[src/rtl/ed25519_verify_s_core.sv]
// Verifier-side Ed25519 scalar stage: flags canonical S (S < L) and reduces the
// 512-bit digest to k = H mod L with one shift-subtract step per digest bit.
`timescale 1ns/1ps
module ed25519_verify_s_core #(
  parameter int HASH_W = 512,
  parameter int SIGN_W = 256,
  parameter int K_W    = 253
) (
  input  logic              iClk,
  input  logic              iRst,
  input  logic              iEn,
  output logic              oReady,
  output logic              oDone,
  input  logic [SIGN_W-1:0] iSign,
  input  logic [HASH_W-1:0] iHashd_ram,
  output logic [K_W-1:0]    oK,
  output logic              oSValid
);

  localparam logic [255:0] L_FULL =
    256'h1000_0000_0000_0000_0000_0000_0000_0000_14DE_F9DE_A2F7_9CD6_5812_631A_5CF5_D3ED;
  localparam logic [K_W:0] L_T  = L_FULL[K_W:0];
  localparam int           CNT_W = $clog2(HASH_W);

  typedef enum logic [1:0] {IDLE, CHECK, REDUCE, DONE} state_t;

  state_t             state, state_next;
  logic [SIGN_W-1:0]  s_cap;
  logic [HASH_W-1:0]  h_cap;
  logic [K_W-1:0]     r;
  logic [CNT_W-1:0]   cnt;
  logic               sv;

  // r < L keeps 2r+b below 2L, so a single conditional subtract suffices.
  function automatic logic [K_W-1:0] mod_step(input logic [K_W-1:0] acc, input logic bit_in);
    logic [K_W:0] t;
    logic [K_W:0] d;
    t = {acc, bit_in};
    d = t - L_T;
    return (t >= L_T) ? d[K_W-1:0] : t[K_W-1:0];
  endfunction

  function automatic logic canonical(input logic [SIGN_W-1:0] s);
    return s < {{(SIGN_W-K_W-1){1'b0}}, L_T};
  endfunction

  always_ff @(posedge iClk or negedge iRst) begin
    if (!iRst) state <= IDLE;
    else       state <= state_next;
  end

  always_comb begin
    state_next = state;
    case (state)
      IDLE:    if (iEn) state_next = CHECK;
      CHECK:   state_next = REDUCE;
      REDUCE:  if (cnt == '0) state_next = DONE;
      DONE:    state_next = IDLE;
      default: state_next = IDLE;
    endcase
  end

  assign oReady = (state == IDLE);

  always_ff @(posedge iClk or negedge iRst) begin
    if (!iRst) begin
      s_cap   <= '0;
      h_cap   <= '0;
      r       <= '0;
      cnt     <= '0;
      sv      <= 1'b0;
      oK      <= '0;
      oSValid <= 1'b0;
      oDone   <= 1'b0;
    end else begin
      oDone <= (state == DONE);
      case (state)
        IDLE: begin
          if (iEn) begin
            s_cap <= iSign;
            h_cap <= iHashd_ram;
          end
        end
        CHECK: begin
          sv  <= canonical(s_cap);
          r   <= '0;
          cnt <= CNT_W'(HASH_W - 1);
        end
        REDUCE: begin
          r <= mod_step(r, h_cap[cnt]);
          if (cnt != '0) cnt <= cnt - CNT_W'(1);
        end
        DONE: begin
          oK      <= r;
          oSValid <= sv;
        end
        default: ;
      endcase
    end
  end

endmodule
[config.mk]
export PLATFORM = sky130hd
export DESIGN_NAME = ed25519_verify_s_core
export DESIGN_NICKNAME = d
export VERILOG_FILES = /design/src/rtl/ed25519_verify_s_core.sv
export SDC_FILE = /design/constraint.sdc
export NUM_CORES = 2
export LEC_CHECK = 0
export BUFFER_PORTS_ARGS = -buffer_cell sky130_fd_sc_hd__buf_4
export CAP_MARGIN = 20
export CORE_AREA = 4 4 403 405
export DETAILED_ROUTE_END_ITERATION = 16
export DIE_AREA = 0 0 407 409
export HOLD_SLACK_MARGIN = 0.05
export PLACE_DENSITY = 0.58
export SLEW_MARGIN = 15
export SYNTH_ARGS = -nofsm -noshare
export SYNTH_HDL_FRONTEND = slang
export SYNTH_SLANG_ARGS = --single-unit
[constraint.sdc]
create_clock -name iClk -period 8.4 [get_ports iClk]
set_clock_uncertainty 0.05 [all_clocks]
set_input_delay 1.26 -clock iClk [delete_from_list [all_inputs] [get_ports iClk]]
set_output_delay 1.26 -clock iClk [all_outputs]
set_load 0.03 [all_outputs]
==> metrics.txt <==
timing-limited maximum frequency=0.130 GHz; most common library cell in the layout ignoring fill and taps=sky130_fd_sc_hd__dfrtp_1; Setup Viol. Count Final=0; flip-flop and latch count after synthesis=1288; area of the core=0.158 mm2; average routed wire per standard cell=31.1 um; P&R area growth vs syn=24.0%; number of synthesized flops with an enable pin=0; category of the worst setup path capture point=register; number of H-tree levels=4; number of global-route vias before repair=50711; Clock transition at path regs=0.06 ns; worst hold-check path type=in -> async; overall global routing resource usage=0.306; Post-Syn Nets=6023; number of port buffers=1026; Clock Root Buffer=sky130_fd_sc_hd__clkbuf_16; per-instance average area after synthesis=12.0 um2; DRC violation count after routing=0; number of antenna violations at the first check in global routing=90; minimum clock period=7.71 ns; setup fix buffers added after clock tree synthesis=0; relative contribution of combinational cells to total power=0.314; Cell Pwr Density=301 mW/mm2; largest net degree at the start of global routing=197; share of total power in the clock network=0.284; antenna violation net count after detailed routing=0; setup slack after placement=0.782 ns; overall overflow remaining after global route=0; TritonCTS Sinks=1288; register share of total power=0.402; main area contributors after synthesis=sky130_fd_sc_hd__dfrtp_1, sky130_fd_sc_hd__mux2_2, sky130_fd_sc_hd__mux4_2, sky130_fd_sc_hd__a22o_1, sky130_fd_sc_hd__xnor2_1; worst slew margin relative to its limit=0.0655; post-DP HPWL=201 mm; post-synthesis cell count=5245; # Max-Cap Violations=0; Leakage Power=0.0360 uW; routability cong.=0.986; Yosys warning total=0; Max FO, Critical Path=44; fraction of registers with async set or reset after synthesis=1.00; commonest non-fill, non-tap cells in the layout=sky130_fd_sc_hd__dfrtp_1, sky130_fd_sc_hd__buf_4, sky130_fd_sc_hd__mux2_2, sky130_fd_sc_hd__nand2_1, sky130_fd_sc_hd__nor2_1; sort of element at the start of the critical path=register; critical path type=reg -> reg; Post-Synthesis Cell Area=0.0632 mm2; first-pass GRT wire length=372 mm; detailed-route via count=50053; clock tree from TritonCTS=built; count of standard-cell rows=146; post-route worst setup slack=0.690 ns; run status=completed; Die H=409 um; starting density of the core=0.399; reg2reg path depth=25; number of gates given a new drive strength after cts=0; Largest stage delay, worst path=0.87 ns; proportion of netlist area held by the largest area contributor=0.510; worst vdd ir=0.000317 V; number of ports placed on the die boundary=1027; sequential fraction of the synthesis area=0.510; cell taking the most area after synthesis=sky130_fd_sc_hd__dfrtp_1; commonest register cell after synthesis=sky130_fd_sc_hd__dfrtp_1; clock insertion delay at the later pin of the skew report=0.79 ns; switching power total=7900 uW; total clock buffers created by CTS=147; total of hold buffers inserted after clock tree synthesis=0; TritonRoute pass-1 iters=6; WP data arrival=8.29 ns; most common cell type on the critical path=sky130_fd_sc_hd__buf_4; Final TNS setup=0 ns; Vias/cell=5.95; Tcrit/Tclk final=0.918; largest buffer count on any clock path=3; Worst-Margin Slew=1.40 ns; worst hold slack after final layout=0.385 ns; RSZ-0062 raised after global routing=false; number of distinct standard cells referenced by the synthesized netlist=95; internal power=15700 uW; critical path required time=8.98 ns; Final Max Slew Viols=0; Sw Ratio=0.335; die outline width=407 um; nets@finish=6961; critical path's slowest cell=sky130_fd_sc_hd__dfrtp_4; drt first-iter violations=5192; total die area=0.166 mm2; Hold Fails Final Rpt=0; layout cell share with drive strength beyond 1=0.411; sum of routed wire length over all layers=261 mm
==> critical path, delay by kind of cell, from the launching register on <==
| family | cells | cell delay, ns |
|---|---|---|
| AOI/OAI and AO/OA | 9 | 2.78 |
| adders and majority gates | 1 | 0.22 |
| xor gates and xnor gates | 1 | 0.07 |
| muxes | 2 | 0.43 |
| and+or+nand+nor | 6 | 1.54 |
| DFF | 1 | 0.87 |
| buffers and inverters | 6 | 1.54 |
==> Yosys cell counts (all sizes together) (17+ instances only) <==
cell,instances
dfrtp,1288
mux2,1034
nand2,308
clkbuf,283
nor2,237
a22o,166
xnor2,152
nand3,149
nor3,130
a21oi,113
nor4,104
o21ai,100
mux4,98
nand4,78
mux2i,76
or3,65
xor2,65
buf,63
inv,56
and3,51
or4,45
nor2b,39
a31oi,32
or2,32
and2,27
a211oi,26
o31ai,25
o211ai,22
o22ai,22
a22oi,21
nand2b,21
o2bb2ai,20
a21o,19
nor4b,18
a211o,17
==> layer usage <==
layer  vias up  global-route usage  routed length [um]
met5         -                   0                 326
met4        52               0.109                9820
met3       484              0.0769               21400
met2      2281               0.500              125000
met1     25805               0.396              104000
li1      21431                   -                   -
==> flip-flops by register name, indices dropped and copies added (netlist names) <==
name	cells
h_cap	512
s_cap	256
oK	253
r	253
cnt	9
state	2
oDone	1
oSValid	1
sv	1
==> power groups by stage <==
stage | sequential, uW | clock [uW] | combinational, uW
final | 9490 | 6700 | 7400
after global routing | 9680 | 7070 | 7880
after CTS | 9470 | 6820 | 7430
after floorplan | 8870 | 0 | 5290
after global placement | 9510 | 0 | 7300
after detailed placement | 9570 | 0 | 7410
==> layout make-up <==
| type | instances | area [um2] |
|---|---|---|
| fillers | 14310 | 80100 |
| flip-flops and latches | 1288 | 32200 |
| multi-input cells | 3554 | 29400 |
| repair buffers | 1135 | 8680 |
| clock buffers | 219 | 4400 |
| well taps | 2072 | 2590 |
| clock inverters | 45 | 688 |
| inverters | 57 | 221 |
| diodes | 43 | 108 |
==> cell families (layout without fill, tap and decap cells) <==
family          count (synthesis)  in the layout  synth area share
mux                          1208           1208             0.231
simple gates                 1379           1379             0.115
compound gates                743            743            0.0872
flops                        1288           1288             0.510
buf+inv                       403           1456            0.0253
fa+ha+maj                       7              7           0.00139
other cells                     0             43                 0
xor+xnor                      217            217            0.0301
==> worst paths after layout <==
kind	endpoint	slack (ns)	start
worst max-delay path	r[5]$_DFFE_PN0P_	0.69	cnt[2]$_DFFE_PN0P_
worst min-delay path	s_cap[42]$_DFFE_PN0P_	0.39	iRst
worst max register to register	r[5]$_DFFE_PN0P_	0.69	cnt[2]$_DFFE_PN0P_
worst min register to register	h_cap[110]$_DFFE_PN0P_	0.45	h_cap[110]$_DFFE_PN0P_
max in group asynchronous	oK[50]$_DFFE_PN0P_	5.86	iRst
min in group iClk	h_cap[110]$_DFFE_PN0P_	0.45	h_cap[110]$_DFFE_PN0P_
==> per-stage QoR <==
stage | area [um2] | instances | util | total power, uW
floorplan | 63200 | 5245 | - | 14200
global placement | 73100 | 8105 | 0.462 | 16800
detailed placement | 73100 | 8106 | 0.462 | 17000
CTS | 78200 | 8370 | 0.494 | 23700
global route | 78300 | 8394 | 0.494 | 24600
finish | 78300 | 8413 | 0.495 | 23600
(Power assumes the default switching activity.)
